**config.mk**
```make
export PLATFORM = sky130hd
export DESIGN_NAME = adc_scan_ctrl
export DESIGN_NICKNAME = d
export VERILOG_FILES = /design/src/rtl/adc_scan_ctrl.sv
export SDC_FILE = /design/constraint.sdc
export NUM_CORES = 1
export LEC_CHECK = 0
export CAP_MARGIN = 20
export CORE_MARGIN = 1
export CORE_UTILIZATION = 35
export CTS_CLUSTER_DIAMETER = 60
export DETAILED_ROUTE_END_ITERATION = 10
export PLACE_DENSITY = 0.49
export RECOVER_POWER = 100
export SLEW_MARGIN = 40
export SYNTH_ARGS = -nofsm -noshare
export SYNTH_HDL_FRONTEND = slang
export SYNTH_SLANG_ARGS = --single-unit
```
**constraint.sdc**
```tcl
create_clock -name clk -period 10 [get_ports clk]
set_input_delay 1.5 -clock clk [delete_from_list [all_inputs] [get_ports clk]]
set_output_delay 1.5 -clock clk [all_outputs]
set_load 0.02 [all_outputs]
```
**src/rtl/adc_scan_ctrl.sv**
```systemverilog
// adc_scan_ctrl: SPI scan controller for MCP320x-family ADCs.
// Converts every channel set in a latched mask, once or continuously, in
// single-ended or differential mode, and queues {channel, result} pairs in a
// show-ahead FIFO with a sticky overflow flag.
//
// Ports:
//   clk, rst              system clock, synchronous active-low reset
//   start, stop           one-cycle scan control pulses
//   ch_mask, diff_mode,
//   continuous            scan configuration, latched on an accepted start
//   CS, P3, P5 / P4       ADC chip select, SCLK, MOSI / MISO
//   busy                  scan in progress
//   fifo_valid, fifo_ch,
//   fifo_data, fifo_rd    show-ahead result FIFO read side
//   fifo_count, overflow  FIFO occupancy and sticky drop flag
module adc_scan_ctrl #(
    parameter int unsigned CLK_DIV  = 500,
    parameter int unsigned NUM_CH   = 4,
    parameter int unsigned RES_BITS = 12,
    parameter int unsigned DEPTH    = 8
) (
    input  logic                       clk,
    input  logic                       rst,
    input  logic                       start,
    input  logic                       stop,
    input  logic [NUM_CH-1:0]          ch_mask,
    input  logic                       diff_mode,
    input  logic                       continuous,
    output logic                       CS,
    output logic                       P3,
    input  logic                       P4,
    output logic                       P5,
    output logic                       busy,
    output logic                       fifo_valid,
    output logic [2:0]                 fifo_ch,
    output logic [RES_BITS-1:0]        fifo_data,
    input  logic                       fifo_rd,
    output logic [$clog2(DEPTH+1)-1:0] fifo_count,
    output logic                       overflow
);

    localparam int unsigned FRAME_TICKS = 8 + RES_BITS;
    localparam int unsigned DIV_W       = $clog2(CLK_DIV);
    localparam int unsigned TICK_W      = $clog2(FRAME_TICKS);
    localparam int unsigned PTR_W       = $clog2(DEPTH);
    localparam int unsigned CNT_W       = $clog2(DEPTH + 1);
    localparam int unsigned ENT_W       = 3 + RES_BITS;

    typedef enum logic [1:0] {StIdle, StFrame, StNext} state_e;

    state_e              state_q, state_d;
    logic [DIV_W-1:0]    div_q, div_d;
    logic [TICK_W-1:0]   tick_q, tick_d;
    logic [2:0]          ch_q, ch_d;
    logic [NUM_CH-1:0]   mask_q, mask_d;
    logic                diff_q, diff_d;
    logic                cont_q, cont_d;
    logic                stop_pend_q, stop_pend_d;
    logic [RES_BITS-1:0] shreg_q, shreg_d;
    logic                cs_q, cs_d;
    logic                sclk_q, sclk_d;
    logic                mosi_q, mosi_d;
    logic                busy_q, busy_d;
    logic [PTR_W-1:0]    wr_ptr_q, wr_ptr_d;
    logic [PTR_W-1:0]    rd_ptr_q, rd_ptr_d;
    logic [CNT_W-1:0]    count_q, count_d;
    logic                ovf_q, ovf_d;
    logic [ENT_W-1:0]    mem_q [DEPTH];

    logic       push, push_ok, pop, start_ok;
    logic       nxt_found;
    logic [2:0] nxt_ch;

    function automatic logic [2:0] lowest_ch(input logic [NUM_CH-1:0] m);
        logic [2:0] idx;
        idx = '0;
        for (int i = NUM_CH - 1; i >= 0; i--) begin
            if (m[i]) idx = 3'(i);
        end
        return idx;
    endfunction

    function automatic logic [PTR_W-1:0] ptr_inc(input logic [PTR_W-1:0] p);
        return (p == PTR_W'(DEPTH - 1)) ? '0 : p + PTR_W'(1);
    endfunction

    // Next set mask bit strictly above the current channel.
    always_comb begin
        nxt_found = 1'b0;
        nxt_ch    = '0;
        for (int i = NUM_CH - 1; i >= 0; i--) begin
            if (mask_q[i] && (i > int'(ch_q))) begin
                nxt_found = 1'b1;
                nxt_ch    = 3'(i);
            end
        end
    end

    always_comb begin
        state_d     = state_q;
        div_d       = div_q;
        tick_d      = tick_q;
        ch_d        = ch_q;
        mask_d      = mask_q;
        diff_d      = diff_q;
        cont_d      = cont_q;
        stop_pend_d = stop_pend_q;
        shreg_d     = shreg_q;
        mosi_d      = mosi_q;
        push        = 1'b0;
        start_ok    = 1'b0;

        unique case (state_q)
            StIdle: begin
                if (start && (ch_mask != '0)) begin
                    start_ok = 1'b1;
                    mask_d   = ch_mask;
                    diff_d   = diff_mode;
                    cont_d   = continuous;
                    ch_d     = lowest_ch(ch_mask);
                    div_d    = '0;
                    tick_d   = '0;
                    state_d  = StFrame;
                end
            end
            StFrame: begin
                if ((tick_q >= TICK_W'(8)) && (div_q == DIV_W'(CLK_DIV / 2))) begin
                    shreg_d = RES_BITS'({shreg_q, P4});
                end
                if (div_q == DIV_W'(CLK_DIV - 1)) begin
                    div_d = '0;
                    if (tick_q == TICK_W'(FRAME_TICKS - 1)) begin
                        push    = 1'b1;
                        tick_d  = '0;
                        state_d = StNext;
                    end else begin
                        tick_d = tick_q + TICK_W'(1);
                    end
                end else begin
                    div_d = div_q + DIV_W'(1);
                end
            end
            StNext: begin
                // NEXT doubles as divider cycle 0 of tick 0, so the CS-high
                // gap between back-to-back frames is exactly CLK_DIV cycles.
                div_d  = DIV_W'(1);
                tick_d = '0;
                if (stop_pend_q) begin
                    state_d = StIdle;
                end else if (nxt_found) begin
                    ch_d    = nxt_ch;
                    state_d = StFrame;
                end else if (cont_q) begin
                    ch_d    = lowest_ch(mask_q);
                    state_d = StFrame;
                end else begin
                    state_d = StIdle;
                end
            end
            default: state_d = StIdle;
        endcase

        if ((state_q != StIdle) && stop) stop_pend_d = 1'b1;
        if (state_d == StIdle) stop_pend_d = 1'b0;

        // Pin outputs are registered from next-state values so they line up
        // with the tick/divider counters on the same cycle.
        busy_d = (state_d != StIdle);
        cs_d   = !((state_d == StFrame) && (tick_d != '0));
        sclk_d = (state_d == StFrame) && (tick_d != '0) && (div_d >= DIV_W'(CLK_DIV / 2));
        if ((state_d == StFrame) && (div_d == '0)) begin
            case (tick_d)
                TICK_W'(1): mosi_d = 1'b1;
                TICK_W'(2): mosi_d = ~diff_d;
                TICK_W'(3): mosi_d = ch_d[2];
                TICK_W'(4): mosi_d = ch_d[1];
                TICK_W'(5): mosi_d = ch_d[0];
                TICK_W'(6), TICK_W'(7): mosi_d = 1'b0;
                default: ;
            endcase
        end

        pop      = fifo_rd && (count_q != '0);
        push_ok  = push && ((count_q != CNT_W'(DEPTH)) || pop);
        wr_ptr_d = push_ok ? ptr_inc(wr_ptr_q) : wr_ptr_q;
        rd_ptr_d = pop ? ptr_inc(rd_ptr_q) : rd_ptr_q;
        count_d  = count_q + CNT_W'(push_ok) - CNT_W'(pop);
        ovf_d    = ovf_q;
        if (push && !push_ok) ovf_d = 1'b1;
        if (start_ok) ovf_d = 1'b0;
    end

    always_ff @(posedge clk) begin
        if (!rst) begin
            state_q     <= StIdle;
            div_q       <= '0;
            tick_q      <= '0;
            ch_q        <= '0;
            mask_q      <= '0;
            diff_q      <= 1'b0;
            cont_q      <= 1'b0;
            stop_pend_q <= 1'b0;
            shreg_q     <= '0;
            cs_q        <= 1'b1;
            sclk_q      <= 1'b0;
            mosi_q      <= 1'b0;
            busy_q      <= 1'b0;
            wr_ptr_q    <= '0;
            rd_ptr_q    <= '0;
            count_q     <= '0;
            ovf_q       <= 1'b0;
        end else begin
            state_q     <= state_d;
            div_q       <= div_d;
            tick_q      <= tick_d;
            ch_q        <= ch_d;
            mask_q      <= mask_d;
            diff_q      <= diff_d;
            cont_q      <= cont_d;
            stop_pend_q <= stop_pend_d;
            shreg_q     <= shreg_d;
            cs_q        <= cs_d;
            sclk_q      <= sclk_d;
            mosi_q      <= mosi_d;
            busy_q      <= busy_d;
            wr_ptr_q    <= wr_ptr_d;
            rd_ptr_q    <= rd_ptr_d;
            count_q     <= count_d;
            ovf_q       <= ovf_d;
        end
    end

    always_ff @(posedge clk) begin
        if (rst && push_ok) mem_q[wr_ptr_q] <= {ch_q, shreg_q};
    end

    assign CS         = cs_q;
    assign P3         = sclk_q;
    assign P5         = mosi_q;
    assign busy       = busy_q;
    assign fifo_valid = (count_q != '0);
    assign fifo_count = count_q;
    assign overflow   = ovf_q;
    // Storage is not reset, so the head is masked while empty.
    assign {fifo_ch, fifo_data} = fifo_valid ? mem_q[rd_ptr_q] : '0;

endmodule

```
==> results.md <==
- The flow ran to the end, but the final reports show violations.
- The final reports fail on capacitance limit, slew limit.
- The simple-gate share of the synthesized area is 0.110.
- In this run the vertical extent of the chip is 149 um.
- The final worst-path cycle share is 0.577.
- The fraction of the mapped netlist area in compound gates is 0.0766.
- On the worst path, the slowest cell contributes a delay of ~1.8 ns.
- The net count of the finished layout is between 600 and 700.
- The final route contains between 4000 and 5000 vias.
- STA puts the critical path data arrival time at approximately 4.3 ns.
- The biggest fanout along the worst timing path is 30.
- The number of buffers on the longest clock path is 2.
- The kind of cell adding the most delay to the critical path is buffers and inverters.
- The total length of routed wires is approximately 16000 um.
- The fraction of layout instances using a drive strength above 1 is 0.124.
- The count of yosys warnings during synthesis is 0.
- The mean number of vias per cell is ~5.2.
- The max-slew violation count was 31.
- The maximum level of the CTS H-tree is 4.
- Summed over all nets, the switching power comes to approximately 0.52 mW.
- The share of synthesized area in the top cell type comes to 0.474.
- The total of hold buffers inserted after clock tree synthesis is 0.
- TritonCTS created 17 clock buffers.
- The synthesized netlist net count is just under 600.
- The dominant synthesized flop cell is sky130_fd_sc_hd__edfxtp_1.
- The slowest stage of the critical path belongs to the cell sky130_fd_sc_hd__clkbuf_1.
- The number of distinct library cells after synthesis is 65.
- Post-CTS timing repair inserted 0 buffers for setup.
- For this run, design rule violations remaining after detail routing come to 0.
- Counting both buffers and inverters, the worst setup path holds a total of 2.
- The critical path goes through clkbuf_1 > mux4_2 > mux2i_1 > nor2_1 > dlygate4sd3_1.
- Compared with the post-synthesis result, the final layout area differs by 16.3%.
- The share of power burned in registers is 0.429.
- The share of the yosys chip area belonging to registers is 0.621.
- For this run, the top clock speed supported by timing is 0.173 GHz.
- The region available for standard cell placement spans between 20000 and 25000 um2.
- The number of nets still failing antenna checks after routing is 0.
- The number of enable-type register cells in the synthesized netlist is 120.
- The synthesized design spends more area on one cell type than any other, namely sky130_fd_sc_hd__edfxtp_1.
- The first global-routing pass estimated roughly 26000 um of wire.
- The headroom to the max-slew limit is -0.746.
- The clock transition at the register clock pins on the worst setup and hold paths after CTS is around 0.070 ns.
- The data required time of the critical path is ~8.5 ns.
- Detailed placement ended at an HPWL of about 11000 um.
- Entering global routing, the biggest net connects 31 pins.
- The buffer type at the clock tree root is sky130_fd_sc_hd__clkbuf_16.
- The combinational family with the most area after synthesis is multiplexers.
- The final period demand of the worst path is 5.77 ns.
- Of the total synthesized cell area, the portion taken by full adders, half adders and majority gates is 0.0240.
- The setup TNS after final layout is 0 ns.
- The count of boundary I/O pins is 37.
- The width of the die is 149 um.
- The post-synthesis cell count is 561.
- Of the total synthesized cell area, the portion taken by XOR and XNOR cells is 0.00575.
- The number of sinks on the clock net is between 150 and 200.
- The sum of internal, switching and leakage power is 1.89 mW.
- In this run, post-CTS repair resized a total of 0 instances.
- The transition time at the pin with the least slew margin is 2.62 ns.
- STA classifies the critical path endpoint as a primary output.
- VDD sags by at most approximately 0.13 mV.
- For this design the static power due to leakage is slightly above 3 nW.
- Of the post-synthesis cell area, the part taken by muxes is 0.137.
- The starting utilization of the core area is 0.360.
- The detailed-routing iteration count for the pre-antenna-repair pass is 4.
- The number of antenna violations at the first check in global routing is 0.
- The share of async-settable or async-resettable flops after synthesis is 0.
- The number of hold violations in the final report is 0.
- The cell area after synthesis is about 7600 um2.
- The worst setup path is launched from a flip-flop.
- The number of register bits inferred by synthesis is roughly 180.
- The critical path class is flip-flop to primary output.
- Of the total power, the share spent switching nets is 0.275.
- The TritonCTS clock tree is done.
- Cell internal power was estimated by the tool at 1.37 mW.
- The aggregate global-route resource usage is 0.160.
- The overall overflow remaining after global route is 0.
- The via count of the first global-routing pass is between 4000 and 5000.
- The most common cell in the synthesized netlist is sky130_fd_sc_hd__edfxtp_1.
- At the later pin of the worst-skew pair, clock insertion delay measures roughly 0.43 ns.
- Routability-driven placement finished with a final weighted congestion of roughly 0.8.
- The share of total power dissipated in the clock network is 0.362.
- The number of violations of the max-capacitance limit is 1.
- The commonest cells after synthesis are 120 x sky130_fd_sc_hd__edfxtp_1, 77 x sky130_fd_sc_hd__nor2_1, 56 x sky130_fd_sc_hd__dfxtp_1.
- The worst hold path belongs to the class flip-flop to flip-flop.
- After synthesis, the mean cell area works out to approximately 14 um2.
- By area the synthesized netlist is led by sky130_fd_sc_hd__edfxtp_1 47%, sky130_fd_sc_hd__dfxtp_1 15%, sky130_fd_sc_hd__mux4_2 8.9%.
- Port buffering added 36 buffers.
- Of the total power, combinational logic draws 0.209.
- Between clock sinks in the finished design, the worst skew comes to approximately 0.012 ns.
- Setup repair after global routing left no endpoint under its margin.
- Setup violations remaining at the end of the flow were counted as 0.
- The number of inserted diodes is 0.
- After floorplanning, the core was divided into between 50 and 60 placement rows.
- The total power divided by cell area is 214 nW/um2.
- The die area is approximately 22000 um2.
- The mean routed wirelength per cell is roughly 19 um.
- After the first detailed-routing iteration, the DRC count stood at approximately 290.
[worst register-to-register path, cell delays in order, from the launching register on]
cell and delay [ns]:
sky130_fd_sc_hd__dfxtp_1 0.45, sky130_fd_sc_hd__ha_1 0.35, sky130_fd_sc_hd__and4bb_1 0.42, sky130_fd_sc_hd__nand2_1 0.19, sky130_fd_sc_hd__nor3_1 0.31, sky130_fd_sc_hd__nand4b_1 0.23, sky130_fd_sc_hd__nor3_1 0.59, sky130_fd_sc_hd__clkbuf_1 0.44
sky130_fd_sc_hd__clkbuf_1 0.50
[cell families (layout without fill, tap and decap cells)]
kind of cell / after synthesis / after routing
simple gates: 166 / 166
compound gates: 87 / 87
buf+inv: 46 / 99
fa+ha+maj: 14 / 14
xor+xnor: 5 / 5
flops: 176 / 176
mux: 67 / 67
[worst paths after layout]
kind              cells after the start                      from  slack, ns                    end
hold / removal                        2  rd_ptr_q[1]$_SDFFE_PN0P_       0.49              flip-flop
setup / recovery                      5                 flip-flop       4.23             fifo_ch[2]
hold reg to reg                       2  rd_ptr_q[1]$_SDFFE_PN0P_       0.49              flip-flop
setup reg to reg                      8       div_q[0]$_SDFF_PN0_       6.15  mem_q[1][8]$_DFFE_PP_
[flip-flops by register name, indices dropped and copies added, names as in the netlist, named ones only]
| signal | count |
|---|---|
| mem_q | 120 |
| shreg_q | 12 |
| div_q | 9 |
| tick_q | 5 |
| fifo_count | 4 |
| mask_q | 4 |
| ch_q | 3 |
| rd_ptr_q | 3 |
| wr_ptr_q | 3 |
| state_q | 2 |
| CS | 1 |
| P3 | 1 |
| P5 | 1 |
| busy | 1 |
| cont_q | 1 |
| diff_q | 1 |
| overflow | 1 |
| stop_pend_q | 1 |
[layer usage]
metal	vias to the layer above	GRT usage	part of all wire
met2	87	0.254	0.48
li1	2210	-	-
met4	0	0.0643	0.018
met1	2293	0.212	0.47
met3	20	0.0335	0.036
met5	-	0	0
[power by group through the flow]
stage	logic (mW)	clock network (mW)	registers (mW)
after floorplan	0.268	0	0.821
after global placement	0.409	0	0.829
after detailed placement	0.411	0	0.830
after CTS	0.413	0.699	0.814
after global routing	0.443	0.725	0.816
final	0.395	0.684	0.812
[per-stage QoR]
| step | hold WS (ns) | cell area, um2 | utilization | worst slack (ns) | cells |
|---|---|---|---|---|---|
| 6_report | 0.487 | 8850 | 0.418 | 4.23 | 889 |
| 5_1_grt | 0.521 | 8850 | 0.418 | 3.73 | 889 |
| 4_1_cts | 0.494 | 8910 | 0.421 | 5.65 | 888 |
| 3_5_place_dp | 0.480 | 8310 | 0.393 | 5.95 | 856 |
| 3_3_place_gp | 0.467 | 8280 | 0.391 | 6.04 | 854 |
| 2_1_floorplan | 0.454 | 7610 | - | 6.39 | 561 |
[cell usage in the layout (no fill, tap or decap), types with 4 or more instances in the layout]
cell type / Yosys / final
sky130_fd_sc_hd__edfxtp_1: 120 / 120
sky130_fd_sc_hd__nor2_1: 77 / 77
sky130_fd_sc_hd__dfxtp_1: 56 / 53
sky130_fd_sc_hd__mux2i_1: 37 / 37
sky130_fd_sc_hd__a21oi_1: 32 / 32
sky130_fd_sc_hd__mux4_2: 30 / 30
sky130_fd_sc_hd__dlygate4sd3_1: 0 / 26
sky130_fd_sc_hd__nand2_1: 21 / 21
sky130_fd_sc_hd__inv_1: 17 / 17
sky130_fd_sc_hd__clkbuf_16: 0 / 17
sky130_fd_sc_hd__ha_1: 13 / 13
sky130_fd_sc_hd__nor3_1: 13 / 12
sky130_fd_sc_hd__o21ai_0: 10 / 12
sky130_fd_sc_hd__clkbuf_1: 13 / 11
sky130_fd_sc_hd__clkdlybuf4s50_1: 0 / 10
sky130_fd_sc_hd__nand3_1: 8 / 8
sky130_fd_sc_hd__nand2b_1: 7 / 7
sky130_fd_sc_hd__and2_1: 5 / 5
sky130_fd_sc_hd__nor2b_1: 5 / 5
sky130_fd_sc_hd__xnor2_1: 5 / 5
sky130_fd_sc_hd__o211ai_1: 4 / 5
sky130_fd_sc_hd__a31oi_1: 4 / 4
sky130_fd_sc_hd__nand4_1: 4 / 4
sky130_fd_sc_hd__a211oi_1: 4 / 4
[layout make-up]
cell class | count | area [um2]
sequential | 176 | 4730
clock inverter | 15 | 181
tap | 275 | 344
inverter | 19 | 71.3
clock buffer | 17 | 425
fill | 1969 | 12300
timing repair buffer | 48 | 413
multi-input combinational | 339 | 2680
No activity file was read; power rests on OpenSTA's default activity.
